<file path="config.mk">
export PLATFORM = sky130hd
export DESIGN_NAME = if_fetch_stage_flat
export DESIGN_NICKNAME = d
export VERILOG_FILES = /design/src/rtl/if_fetch_stage_pkg.sv /design/src/rtl/if_fetch_stage_if.sv /design/src/rtl/if_pc_gen.sv /design/src/rtl/if_fetch_stage.sv /design/src/flat_wrapper.sv
export SDC_FILE = /design/constraint.sdc
export NUM_CORES = 1
export LEC_CHECK = 0
export ABC_AREA = 1
export BUFFER_PORTS_ARGS = -buffer_cell sky130_fd_sc_hd__buf_2
export CAP_MARGIN = 15
export CORE_MARGIN = 4
export CORE_UTILIZATION = 45
export DETAILED_ROUTE_END_ITERATION = 16
export MAX_ROUTING_LAYER = met4
export PLACE_DENSITY = 0.73
export SLEW_MARGIN = 5
export SYNTH_ARGS = -nofsm -noshare
export SYNTH_HDL_FRONTEND = slang
export SYNTH_SLANG_ARGS = --single-unit
</file>
<file path="constraint.sdc">
create_clock -name CLK -period 8.8 [get_ports CLK]
set_input_delay 2.64 -clock CLK [delete_from_list [all_inputs] [get_ports CLK]]
set_output_delay 2.64 -clock CLK [all_outputs]
set_load 0.02 [all_outputs]
</file>
<file path="src/rtl/if_fetch_stage_pkg.sv">
// Pipeline-wide constants and types shared by the fetch stage and its consumers.
package if_fetch_stage_pkg;

  localparam int XLEN = 32;
  localparam logic [XLEN-1:0] RESET_PC  = 32'h0000_0000;
  localparam logic [XLEN-1:0] NOP_INSTR = 32'h0000_0013;

  typedef enum logic [1:0] {
    BOOT     = 2'd0,
    FETCH    = 2'd1,
    REDIRECT = 2'd2
  } fetch_state_e;

  typedef struct packed {
    logic            valid;
    logic [XLEN-1:0] pc;
    logic [XLEN-1:0] instr;
  } ifde_t;

endpackage

</file>
<file path="src/rtl/if_fetch_stage_if.sv">
// Instruction-memory request/response bus: one outstanding request, fixed one-cycle response.
interface if_fetch_stage_if;
  import if_fetch_stage_pkg::*;

  logic            imem_req;
  logic [XLEN-1:0] imem_addr;
  logic            imem_ready;
  logic            imem_rvalid;
  logic [XLEN-1:0] imem_rdata;

  modport master (
    output imem_req,
    output imem_addr,
    input  imem_ready,
    input  imem_rvalid,
    input  imem_rdata
  );

  modport slave (
    input  imem_req,
    input  imem_addr,
    output imem_ready,
    output imem_rvalid,
    output imem_rdata
  );

endinterface

</file>
<file path="src/rtl/if_pc_gen.sv">
// Fetch PC register with its next-PC priority mux (branch, refetch, sequential, hold).
module if_pc_gen
  import if_fetch_stage_pkg::*;
#(
  parameter logic [XLEN-1:0] BOOT_PC = RESET_PC
) (
  input  logic            clk_i,
  input  logic            rst_i,
  input  logic            branch_i,
  input  logic [XLEN-1:0] branch_target_i,
  input  logic            flush_back_i,
  input  logic [XLEN-1:0] de_pc_i,
  input  logic            accept_i,
  output logic [XLEN-1:0] fetch_pc_o
);

  logic [XLEN-1:0] fetch_pc_d;
  logic [XLEN-1:0] fetch_pc_q;

  always_comb begin
    fetch_pc_d = fetch_pc_q;
    if (branch_i) begin
      fetch_pc_d = branch_target_i;
    end else if (flush_back_i) begin
      fetch_pc_d = de_pc_i;
    end else if (accept_i) begin
      fetch_pc_d = fetch_pc_q + XLEN'(4);
    end
  end

  always_ff @(posedge clk_i or posedge rst_i) begin
    if (rst_i) begin
      fetch_pc_q <= BOOT_PC;
    end else begin
      fetch_pc_q <= fetch_pc_d;
    end
  end

  assign fetch_pc_o = fetch_pc_q;

endmodule

</file>
<file path="src/rtl/if_fetch_stage.sv">
// Instruction-fetch stage: request FSM, in-flight/drop tracking and the IF/DE register.
// BOOT: idle cycle after reset | FETCH: sequential fetch | REDIRECT: first fetch at a new PC
module if_fetch_stage
  import if_fetch_stage_pkg::*;
#(
  parameter logic [XLEN-1:0] RESET_PC  = if_fetch_stage_pkg::RESET_PC,
  parameter logic [XLEN-1:0] NOP_INSTR = if_fetch_stage_pkg::NOP_INSTR
) (
  input  logic              CLK,
  input  logic              rst,
  input  logic              IFFlush,
  input  logic              IFFlushBack,
  input  logic              BranchRedirect,
  input  logic [XLEN-1:0]   BranchTarget,
  if_fetch_stage_if.master  imem,
  output logic              IFValid,
  output logic [XLEN-1:0]   IFPC,
  output logic [XLEN-1:0]   IFInstr
);

  fetch_state_e    state_q;
  logic            req_q;
  logic            pending_q;
  logic            drop_q;
  logic [XLEN-1:0] rsp_pc_q;
  logic [XLEN-1:0] fetch_pc;
  ifde_t           ifde_d;
  ifde_t           ifde_q;

  logic redirect;
  logic accept;
  logic deliver;

  assign redirect = BranchRedirect | IFFlushBack;
  assign accept   = req_q & imem.imem_ready;
  assign deliver  = imem.imem_rvalid & pending_q & ~drop_q & ~IFFlush & ~redirect;

  if_pc_gen #(
    .BOOT_PC (RESET_PC)
  ) u_pc_gen (
    .clk_i           (CLK),
    .rst_i           (rst),
    .branch_i        (BranchRedirect),
    .branch_target_i (BranchTarget),
    .flush_back_i    (IFFlushBack),
    .de_pc_i         (ifde_q.pc),
    .accept_i        (accept),
    .fetch_pc_o      (fetch_pc)
  );

  always_ff @(posedge CLK or posedge rst) begin
    if (rst) begin
      state_q <= BOOT;
      req_q   <= 1'b0;
    end else begin
      case (state_q)
        BOOT: begin
          state_q <= FETCH;
          req_q   <= 1'b1;
        end
        FETCH, REDIRECT: begin
          state_q <= redirect ? REDIRECT : FETCH;
          req_q   <= 1'b1;
        end
        default: begin
          state_q <= BOOT;
          req_q   <= 1'b0;
        end
      endcase
    end
  end

  // Squashed deliveries present a NOP but keep the last live PC for refetch.
  always_comb begin
    ifde_d = '{valid: 1'b0, pc: ifde_q.pc, instr: NOP_INSTR};
    if (deliver) begin
      ifde_d = '{valid: 1'b1, pc: rsp_pc_q, instr: imem.imem_rdata};
    end
  end

  always_ff @(posedge CLK or posedge rst) begin
    if (rst) begin
      pending_q <= 1'b0;
      drop_q    <= 1'b0;
      rsp_pc_q  <= RESET_PC;
      ifde_q    <= '{valid: 1'b0, pc: RESET_PC, instr: NOP_INSTR};
    end else begin
      pending_q <= accept;
      drop_q    <= accept & redirect;
      if (accept) begin
        rsp_pc_q <= fetch_pc;
      end
      ifde_q <= ifde_d;
    end
  end

  assign imem.imem_req  = req_q;
  assign imem.imem_addr = fetch_pc;
  assign IFValid        = ifde_q.valid;
  assign IFPC           = ifde_q.pc;
  assign IFInstr        = ifde_q.instr;

  a_rvalid_needs_pending : assert property (
    @(posedge CLK) disable iff (rst) imem.imem_rvalid |-> pending_q
  );

endmodule
</file>
<file path="src/flat_wrapper.sv">
// flat-port wrapper written by rule: the top's interface ports become plain ports
module if_fetch_stage_flat import if_fetch_stage_pkg::*;
#(
  parameter logic [XLEN-1:0] RESET_PC  = if_fetch_stage_pkg::RESET_PC,
  parameter logic [XLEN-1:0] NOP_INSTR = if_fetch_stage_pkg::NOP_INSTR
)
  (CLK, rst, IFFlush, IFFlushBack, BranchRedirect, BranchTarget, IFValid, IFPC, IFInstr, imem_imem_req, imem_imem_addr, imem_imem_ready, imem_imem_rvalid, imem_imem_rdata);
  if_fetch_stage_if imem_i ();
  input  logic CLK;
  input  logic rst;
  input  logic IFFlush;
  input  logic IFFlushBack;
  input  logic BranchRedirect;
  input  logic [XLEN-1:0] BranchTarget;
  output logic IFValid;
  output logic [XLEN-1:0] IFPC;
  output logic [XLEN-1:0] IFInstr;
  output wire logic [$bits(imem_i.imem_req)-1:0] imem_imem_req;
  output wire logic [$bits(imem_i.imem_addr)-1:0] imem_imem_addr;
  input wire logic [$bits(imem_i.imem_ready)-1:0] imem_imem_ready;
  input wire logic [$bits(imem_i.imem_rvalid)-1:0] imem_imem_rvalid;
  input wire logic [$bits(imem_i.imem_rdata)-1:0] imem_imem_rdata;
  assign imem_imem_req = imem_i.imem_req;
  assign imem_imem_addr = imem_i.imem_addr;
  assign imem_i.imem_ready = imem_imem_ready;
  assign imem_i.imem_rvalid = imem_imem_rvalid;
  assign imem_i.imem_rdata = imem_imem_rdata;
  if_fetch_stage #(.RESET_PC(RESET_PC), .NOP_INSTR(NOP_INSTR)) u_core (.CLK(CLK), .rst(rst), .IFFlush(IFFlush), .IFFlushBack(IFFlushBack), .BranchRedirect(BranchRedirect), .BranchTarget(BranchTarget), .imem(imem_i), .IFValid(IFValid), .IFPC(IFPC), .IFInstr(IFInstr));
endmodule
</file>
* Word level (Yosys, flattened, before mapping)
Cells that the tools add are included.
** Operators by class
- $add $sub $neg :: 1
- Equality and inequality tests :: 2
- Muxes and demuxes :: 7
- Bitwise operators :: 10
- Reductions and logical operators :: 4
** Operators with widths (count)
- $mux 32 :: 3
- $mux 65 :: 1
- $add 32x3->32 const B :: 1
- $and 1x1->1 :: 6
- $pmux 2 s2 :: 1
- $not 1->1 :: 3
- $reduce_bool 3->1 :: 1
- $reduce_or 3->1 :: 1
- $eq 2x1->1 const B :: 1
- $eq 2x2->1 const B :: 1
- $logic_not 2->1 :: 1
- $mux 2 :: 1
- $reduce_or 2->1 :: 1
- $mux 1 :: 1
- $or 1x1->1 :: 1
** Storage, ports and cells
- Register bits after elaboration :: 134
- Output and inout bits :: 98

* Depth between registers and ports, before layout
Gate-level depths: netlist (run 1).
- Word-level depth :: 5
- Mapped depth :: 11
- Depth with buffers taken out :: 11

* Hierarchy
Synthesis (run 1) repeated with hierarchy kept, for this count alone.
** Second synthesis, totals
- Cell total of the unflattened synthesis :: 859
- Area total of the unflattened synthesis :: 6518.8 sq um
** Modules (own cells, without submodules)
- if_fetch_stage :: times used 1, cells each 401, area an instance 3772.4 sq um, seq. area each 2556.2 sq um
- if_pc_gen :: times used 1, cells each 458, area an instance 2746.4 sq um, seq. area each 800.8 sq um

* Worst setup path before layout (run 1)
Ideal clock, no wire load.
- Path type :: input port to flip-flop
- Start point :: input IFFlushBack
- End point :: register u_core.ifde_q (netlist bit u_core.IFPC[1])
- Arrival :: 3.549 ns
- Data required time :: 8.683 ns
- Slack :: 5.134 ns
- Stages on the path :: 7
- Buffers on the path :: 1
- Cells stage by stage :: nor2_2 > inv_2 > nor4_4 > inv_2 > clkbuf_1 > nand2_1 > nand2_1
** Between the ends
- Cells in the longest elaborated chain, start to end :: 3
** RTL lines
- start: declaration :: line flat_wrapper.sv:12 : input logic IFFlushBack;
- $or 1x1->1 :: line if_fetch_stage.sv:34 : assign redirect = BranchRedirect | IFFlushBack;
- $not 1->1 :: line if_fetch_stage.sv:36 : assign deliver = imem.imem_rvalid & pending_q & ~drop_q & ~IFFlush & ~redirect;
- $and 1x1->1 :: line if_fetch_stage.sv:36
- end signal: assignment :: line if_fetch_stage.sv:86 : ifde_q <= '{valid: 1'b0, pc: RESET_PC, instr: NOP_INSTR};
- end signal: assignment :: line if_fetch_stage.sv:93 : ifde_q <= ifde_d;
- end: declaration :: line if_fetch_stage.sv:28 : ifde_t ifde_q;
No other way between the ends.
A chain may end at the register's enable or synchronous reset.

* Final worst setup path (run 1)
- Start point :: input imem_imem_ready
- End point :: register u_core.u_pc_gen.fetch_pc_q[17], in the netlist u_core.u_pc_gen.fetch_pc_o[17]
** Between the ends
- Cells in the longest elaborated chain, start to end :: 2
** RTL lines
- start: declaration :: line flat_wrapper.sv:20 : input wire logic [$bits(imem_i.imem_ready)-1:0] imem_imem_ready;
- $and 1x1->1 :: line if_fetch_stage.sv:35 : assign accept = req_q & imem.imem_ready;
- $reduce_bool 3->1 (no line)
- end signal: assignment :: line if_pc_gen.sv:35 : fetch_pc_q <= fetch_pc_d;
- end: declaration :: line if_pc_gen.sv:18 : logic [XLEN-1:0] fetch_pc_q;
No other way between the ends.

==> qor.txt, run 1 <==
HOLD PATH
----------------------------------------------------------------------------------------------------
Worst min-delay path category                                                           flop to flop

TIMING
----------------------------------------------------------------------------------------------------
Slew Limit Fails                                                                                   0
Min cycle time layout                                                                        4.37 ns
Setup TNS                                                                                       0 ns
Slack of the critical path                                                                   4.43 ns
Total of endpoints with negative setup slack in the final report                                   0
Setup skew after layout                                                                   0.00689 ns
RSZ-0062 raised after global routing                                                              no
Worst Max-Slew Pin Slew                                                                      1.09 ns
Number of failing hold endpoints at the final stage                                                0
Fmax achieved                                                                                229 MHz
Headroom to the max-slew limit                                                                 27.1%
Period utilization                                                                             49.6%
Final hold slack                                                                            0.472 ns

CLOCK TREE
----------------------------------------------------------------------------------------------------
Hold buffer count at CTS                                                                           0
TritonCTS buffer count                                                                            17
Total setup buffers inserted after CTS                                                             0
Clk Latency, worst-skew pair                                                                 0.41 ns
Resized Gates After CTS                                                                            0
Clock tree from TritonCTS                                                                        yes
Count of H-tree levels built during CTS                                                            4
Number of sinks driven by the clock tree                                                         134
Clock-pin slew reported for the worst setup and hold paths after clock tree synthesis        0.06 ns
Clock Tree Buf Depth                                                                               2
Root Buffer                                                                                clkbuf_16

FINAL LAYOUT
----------------------------------------------------------------------------------------------------
Proportion of layout cells with a drive suffix above 1                                         21.9%
Multi-input combinational cell area                                                       2440 sq um
NumNets Final                                                                                  1,052
Synth-to-Final Area Change                                                                     25.6%
Final Core Density                                                                             58.4%
# fillers                                                                                      1,274
Area of all sequential standard cells                                                     3360 sq um
Post-route cell area                                                                      7790 sq um
Antenna diode count                                                                                0

CRITICAL PATH
----------------------------------------------------------------------------------------------------
Data arrival time of the critical path                                                       4.65 ns
Maximum fanout along the worst path                                                               64
Category of the worst setup path capture point                                                  flop
Number of buffers and inverters on the critical path                                               3
Type of element launching the critical path                                                input pin
Longest individual stage delay on the worst path                                             0.75 ns
Required time at the worst-slack endpoint                                                    9.09 ns
Class of the most critical setup path                                                   input pin to flop
Ordered list of cells on the worst path                                                 buf_2 > nand2_2 > nand2_1 > buf_4 > inv_2 > nor2_1 > nand2_1 > o21ai_1
Cell repeated most along the worst path                                                      nand2_1
CP delay by family, top                                                                 simple AND/OR/NAND/NOR gates
Worst path slowest cell                                                                      nand2_2

DETAILED ROUTING
----------------------------------------------------------------------------------------------------
Number of vias in the routed layout                                                            5,781
Vias per inst                                                                                   4.95
Antenna Violating Nets Remaining                                                                   0
DR iter-0 viols                                                                                  491
Drt drc                                                                                            0
First-pass DRT Iterations                                                                          5
Total Wirelength                                                                             17.4 mm
Wire per inst                                                                                14.9 um

JOB
----------------------------------------------------------------------------------------------------
Maxcap violations                                                                                  0

DIE
----------------------------------------------------------------------------------------------------
Overall die width                                                                             125 um
Total I/O pin count                                                                              169
Total Die Area                                                                          15,700 sq um
Initial standard-cell utilization of the core                                                  46.5%
Number of placement rows                                                                          42
Core footprint                                                                          13,300 sq um
Vertical extent of the die                                                                    125 um

GRT
----------------------------------------------------------------------------------------------------
First-pass GRT wire length                                                                   28.0 mm
Antenna violations before repair                                                                   0
Overall global routing resource usage                                                          22.8%
Total global routing overflow                                                                      0
Vias in the first global route                                                                 5,345
Largest net degree at the start of global routing                                                 71

LOGIC SYNTHESIS
----------------------------------------------------------------------------------------------------
Net count after synthesis                                                                        892
Post-synth design cell area                                                               6210 sq um
Sequential share of the synthesized area                                                       54.1%
Distinct cells, synth                                                                             29
Number of instances in the synthesized netlist                                                   818
#FFs+latches synth                                                                               134
Synth Warn #                                                                                       0
Mapped Avg Cell Area                                                                      7.59 sq um

POWER
----------------------------------------------------------------------------------------------------
Leak                                                                                         4.29 nW
Max rail drop VDD                                                                        0.0000957 V
Power Density                                                                            271 nW/um^2

PLACED DESIGN
----------------------------------------------------------------------------------------------------
Gpl congestion                                                                                 0.940
Count of input and output buffers                                                                168
Half-perimeter wire length of the detailed placement result                                  12.1 mm
Pre-CTS WS                                                                                   4.03 ns
Placed Instance Area                                                                      7180 sq um

RUN STATUS
----------------------------------------------------------------------------------------------------
Run status                                                                              complete, no violations

[cells by family (layout without fill, tap and decap cells)]
| family | after synthesis | in the layout | synth area share [%] |
|---|---|---|---|
| AOI/OAI and AO/OA | 90 | 90 | 7.62 |
| xor gates and xnor gates | 3 | 3 | 0.423 |
| adders and majority gates | 3 | 3 | 0.605 |
| buffers and inverters | 108 | 281 | 6.63 |
| DFF | 134 | 134 | 54.1 |
| and+or+nand+nor | 480 | 480 | 30.6 |
[where the power goes]
part | total, mW | internal, mW | leakage [nW] | switching [mW]
registers | 0.887 | 0.758 | 1.71 | 0.129
logic | 0.497 | 0.163 | 2.29 | 0.333
clock network | 0.730 | 0.462 | 0.290 | 0.268
total | 2.11 | 1.38 | 4.29 | 0.731
[Yosys cell counts (all sizes together)]
| cell | number | share of area, % |
|---|---|---|
| a31oi | 2 | 0.20 |
| nor4 | 1 | 0.34 |
| xor2 | 2 | 0.28 |
| and2 | 1 | 0.10 |
| nand2 | 304 | 18 |
| dfrtp | 131 | 53 |
| ha | 3 | 0.60 |
| a21o | 1 | 0.12 |
| o22ai | 8 | 0.81 |
| buf | 7 | 0.52 |
| inv | 75 | 4.5 |
| nand4 | 1 | 0.10 |
| dfstp | 3 | 1.3 |
| nand3b | 1 | 0.12 |
| nor2 | 127 | 7.9 |
| or2 | 3 | 0.30 |
| nand3 | 40 | 3.2 |
| clkinv | 1 | 0.060 |
| nor3 | 2 | 0.16 |
| a21oi | 21 | 1.7 |
| clkbuf | 25 | 1.5 |
| a211oi | 1 | 0.12 |
| o211ai | 2 | 0.24 |
| xnor2 | 1 | 0.14 |
| o21ai | 55 | 4.4 |
[worst register-to-register path, cell delays in order, from the launching register on]
cell	delay [ns]
dfrtp_1	0.39
nand2_2	0.76
nand2_1	0.14
buf_4	0.26
inv_2	0.48
nor2_1	0.12
nand2_1	0.09
o21ai_1	0.06
[per-stage QoR]
step	power [mW]	instances
2_1_floorplan	1.19	818
3_3_place_gp	1.38	1135
3_5_place_dp	1.39	1135
4_1_cts	2.13	1167
5_1_grt	2.23	1167
6_report	2.11	1167
[metal layers]
metal,share of wire (%),routed length [um],vias up,track usage [%]
li1,-,-,2855,-
met1,46,8060,2642,32.9
met2,44,7690,259,32.4
met3,7.7,1350,25,4.39
met4,1.7,303,0,7.72
met5,0,0,-,-
[area by class of cell]
cell class / count / area share (%)
clock buffers: 21 / 5.91
clock inverters: 11 / 1.91
inverters: 76 / 3.69
multi-input cells: 576 / 31.3
flip-flops and latches: 134 / 43.1
well taps: 176 / 2.83
repair buffers: 173 / 11.3
[flip-flops by register name, indices dropped and copies added, names as in the netlist]
name / cells
u_core.pending_q: 1
u_core.IFPC: 32
u_core.u_pc_gen.fetch_pc_o: 32
u_core.IFValid: 1
u_core.rsp_pc_q: 32
u_core.IFInstr: 32
u_core.state_q: 2
u_core.drop_q: 1
u_core.imem.imem_req: 1
[final timing paths]
| kind | from | to | slack [ns] | depth (start not counted) |
|---|---|---|---|---|
| max in group asynchronous | rst | u_core.u_pc_gen.fetch_pc_o[14] | 4.98 | 3 |
| setup / recovery | imem_imem_ready | u_core.u_pc_gen.fetch_pc_o[17] | 4.43 | 8 |
| min in group asynchronous | rst | u_core.IFInstr[2] | 2.41 | 2 |
| setup reg to reg | u_core.imem.imem_req | u_core.u_pc_gen.fetch_pc_o[17] | 6.37 | 7 |
| hold / removal | u_core.rsp_pc_q[19] | u_core.IFPC[19] | 0.47 | 2 |
| hold reg to reg | u_core.rsp_pc_q[19] | u_core.IFPC[19] | 0.47 | 2 |
[placed cells by master, fill, tap and decap left out, types with 3 or more instances in the layout]
master,instances
or2_1,3
nand3_1,40
dfstp_2,3
nor2_2,5
buf_4,5
o21ai_0,54
ha_1,3
inv_2,3
nor2_1,122
a21oi_1,21
o22ai_1,8
clkbuf_16,17
clkinvlp_4,3
dfrtp_1,131
inv_1,71
buf_2,168
nand2_1,303
bufinv_16,3
Power figures use the tool's default switching activity.
==> inputs of run 2 (changes only) <==
--- a/config.mk
+++ b/config.mk
@@ -12,7 +12,7 @@
 export CORE_UTILIZATION = 45
 export DETAILED_ROUTE_END_ITERATION = 16
 export MAX_ROUTING_LAYER = met4
-export PLACE_DENSITY = 0.73
+export PLACE_DENSITY = 0.76
 export SLEW_MARGIN = 5
 export SYNTH_ARGS = -nofsm -noshare
 export SYNTH_HDL_FRONTEND = slang
==> constraint.sdc (replaced) <==
create_clock -name CLK -period 4 [get_ports CLK]
set_input_delay 1.2 -clock CLK [delete_from_list [all_inputs] [get_ports CLK]]
set_output_delay 1.2 -clock CLK [all_outputs]
set_load 0.02 [all_outputs]
==> run 2 against run 1 <==
  * Register-to-register slack lost 4.4 ns
  * Die area is the same
  * First-iteration DRC count grew 20%
  * Clock power grew 130%
  * Cell count grew 0.17%
  * Sequential power grew 120%
  * Sequential cell count is the same
  * Sequential share of layout area shrank 0.40 points
  * Non-clock buffer count grew 2
  * Global-route usage grew 0.16 points
==> qor.txt, run 2 (same netlist as run 1, synthesis figures left out) <==
GRT
----------------------------------------------------------------------------------------------------
Total global routing overflow                                                                      0
GR Util met1                                                                                   32.9%
Vias in the first global route                                                                 5,465
Overall global routing resource usage                                                          23.0%
Met2 layer usage reported by global route                                                      32.6%
Met3 Usage GRT                                                                                 4.73%
Largest net degree at the start of global routing                                                 64
Antenna violations before repair                                                                   0
Highest-utilization routing layer at the global route stage                                     met1
First-pass GRT wire length                                                                   28.2 mm

DIE
----------------------------------------------------------------------------------------------------
Core footprint                                                                          13,300 sq um
Total I/O pin count                                                                              169
Initial standard-cell utilization of the core                                                  46.5%
Overall die width                                                                             125 um
Number of placement rows                                                                          42
Total Die Area                                                                          15,700 sq um
Vertical extent of the die                                                                    125 um

FINAL LAYOUT
----------------------------------------------------------------------------------------------------
Area of all sequential standard cells                                                     3360 sq um
Synth-to-Final Area Change                                                                     26.7%
NumNets Final                                                                                  1,054
Proportion of layout cells with a drive suffix above 1                                         22.2%
Most common library cell in the layout ignoring fill and taps                                nand2_1
# fillers                                                                                      1,207
Multi-input combinational cell area                                                       2440 sq um
Antenna diode count                                                                                0
Non-Filler Instances                                                                           1,169
Leading cell types in the layout, fill and taps excluded                                nand2_1, buf_2, dfrtp_1

CLOCK TREE
----------------------------------------------------------------------------------------------------
TritonCTS buffer count                                                                            17
Hold buffer count at CTS                                                                           0
Root Buffer                                                                                clkbuf_16
Count of H-tree levels built during CTS                                                            4
Number of sinks driven by the clock tree                                                         134
Total setup buffers inserted after CTS                                                             0
Clock-pin slew reported for the worst setup and hold paths after clock tree synthesis        0.06 ns
Resized Gates After CTS                                                                            0
Clk Latency, worst-skew pair                                                                 0.42 ns
Clock Tree Buf Depth                                                                               2
Clock tree from TritonCTS                                                                        yes

PLACED DESIGN
----------------------------------------------------------------------------------------------------
Gpl congestion                                                                                 0.914
Half-perimeter wire length of the detailed placement result                                  12.3 mm
Number of cells in the design after placement                                                  1,137
Count of input and output buffers                                                                168

CRITICAL PATH
----------------------------------------------------------------------------------------------------
Reg2Reg Depth                                                                                     10
Data arrival time of the critical path                                                       3.00 ns
R2R Path End                                                                            u_core.u_pc_gen.fetch_pc_o[16]
Required time at the worst-slack endpoint                                                    4.29 ns
Reg-to-Reg Start                                                                        u_core.u_pc_gen.fetch_pc_o[2]
Class of the most critical setup path                                                   input pin to flop
Type of element launching the critical path                                                input pin
Maximum fanout along the worst path                                                               32
Category of the worst setup path capture point                                                  flop
Setup slack of the most critical reg-to-reg path                                             1.99 ns

TIMING
----------------------------------------------------------------------------------------------------
Number of failing hold endpoints at the final stage                                                0
Slew Limit Fails                                                                                   0
Min cycle time layout                                                                        2.71 ns
RSZ-0062 raised after global routing                                                              no
Worst Max-Slew Pin Slew                                                                      1.08 ns
Total of endpoints with negative setup slack in the final report                                   0
Headroom to the max-slew limit                                                                 28.0%
Fmax achieved                                                                                368 MHz
Period utilization                                                                             67.9%
Setup TNS                                                                                       0 ns
Setup skew after layout                                                                    0.0121 ns

POWER
----------------------------------------------------------------------------------------------------
Final Power                                                                                  4.71 mW
Power Density                                                                            598 nW/um^2
Max rail drop VDD                                                                         0.000273 V
Leak                                                                                         4.32 nW

RUN STATUS
----------------------------------------------------------------------------------------------------
Run status                                                                              complete, no violations

DETAILED ROUTING
----------------------------------------------------------------------------------------------------
First-pass DRT Iterations                                                                          5
Wire per inst                                                                                14.9 um
Vias per inst                                                                                   5.05
Antenna Violating Nets Remaining                                                                   0
Drt drc                                                                                            0
DR iter-0 viols                                                                                  588
Total Wirelength                                                                             17.4 mm
Number of vias in the routed layout                                                            5,904

HOLD PATH
----------------------------------------------------------------------------------------------------
Cell count of the worst hold path                                                                  2
Worst min-delay path category                                                           flop to flop
Hold Path Sink                                                                          u_core.IFPC[22]
Hold Crit Start                                                                         u_core.rsp_pc_q[22]

JOB
----------------------------------------------------------------------------------------------------
Maxcap violations                                                                                  0

==> run 2: changes by cell type in the layout (fill, tap and decap cells not counted), sizes merged <==
| cell | change |
|---|---|
| buf | +2 |
| bufinv | +1 |
| clkbuf | -3 |
| clkinv | +3 |
| clkinvlp | -1 |
==> run 2: layer usage <==
metal / part of all wire (%) / routed length [um] / vias to the layer above
met5: 0 / 0 / -
met2: 44 / 7600 / 304
met4: 2.3 / 393 / 0
met1: 47 / 8170 / 2701
met3: 7.4 / 1290 / 32
li1: - / - / 2867
==> run 2: worst max path at each step <==
stage,from,to,slack [ns],cells after the start
after floorplan,rst,u_core.IFInstr[10],1.14,1
after global placement,IFFlushBack,u_core.u_pc_gen.fetch_pc_o[6],1.11,6
after detailed placement,IFFlushBack,u_core.u_pc_gen.fetch_pc_o[12],0.99,6
after CTS,IFFlushBack,u_core.u_pc_gen.fetch_pc_o[9],1.40,6
after global routing,IFFlushBack,u_core.u_pc_gen.fetch_pc_o[9],1.20,6
final,IFFlushBack,u_core.u_pc_gen.fetch_pc_o[9],1.29,6
==> run 2: worst max-delay path, stage by stage <==
cell and delay (ns):
buf_2 0.51, inv_1 0.67, nand3_1 0.29, nand2_1 0.09, nor2_1 0.12, o22ai_1 0.10
==> run 2: cell type report <==
class / count / share of cell area, %
multi-input cells: 576 / 31.0
well taps: 176 / 2.80
clock inverters: 14 / 2.53
flip-flops and latches: 134 / 42.7
clock buffers: 18 / 5.46
repair buffers: 175 / 11.8
inverters: 76 / 3.67
==> run 2: metrics by stage <==
stage               setup WS [ns]  utilization (%)  instance area, sq um  hold WS, ns
floorplan                    1.14                -                  6210        0.449
global placement             1.11             54.2                  7240        0.455
detailed placement          0.994             54.2                  7240        0.457
CTS                          1.40             58.9                  7870        0.472
global route                 1.20             58.9                  7870        0.491
finish                       1.29             58.9                  7870        0.469
==> run 2: where the power goes <==
group / internal [mW] / switching, mW / total (mW)
clock: 1.05 / 0.597 / 1.65
sequential: 1.67 / 0.290 / 1.96
combinational: 0.365 / 0.738 / 1.10
total: 3.08 / 1.62 / 4.71
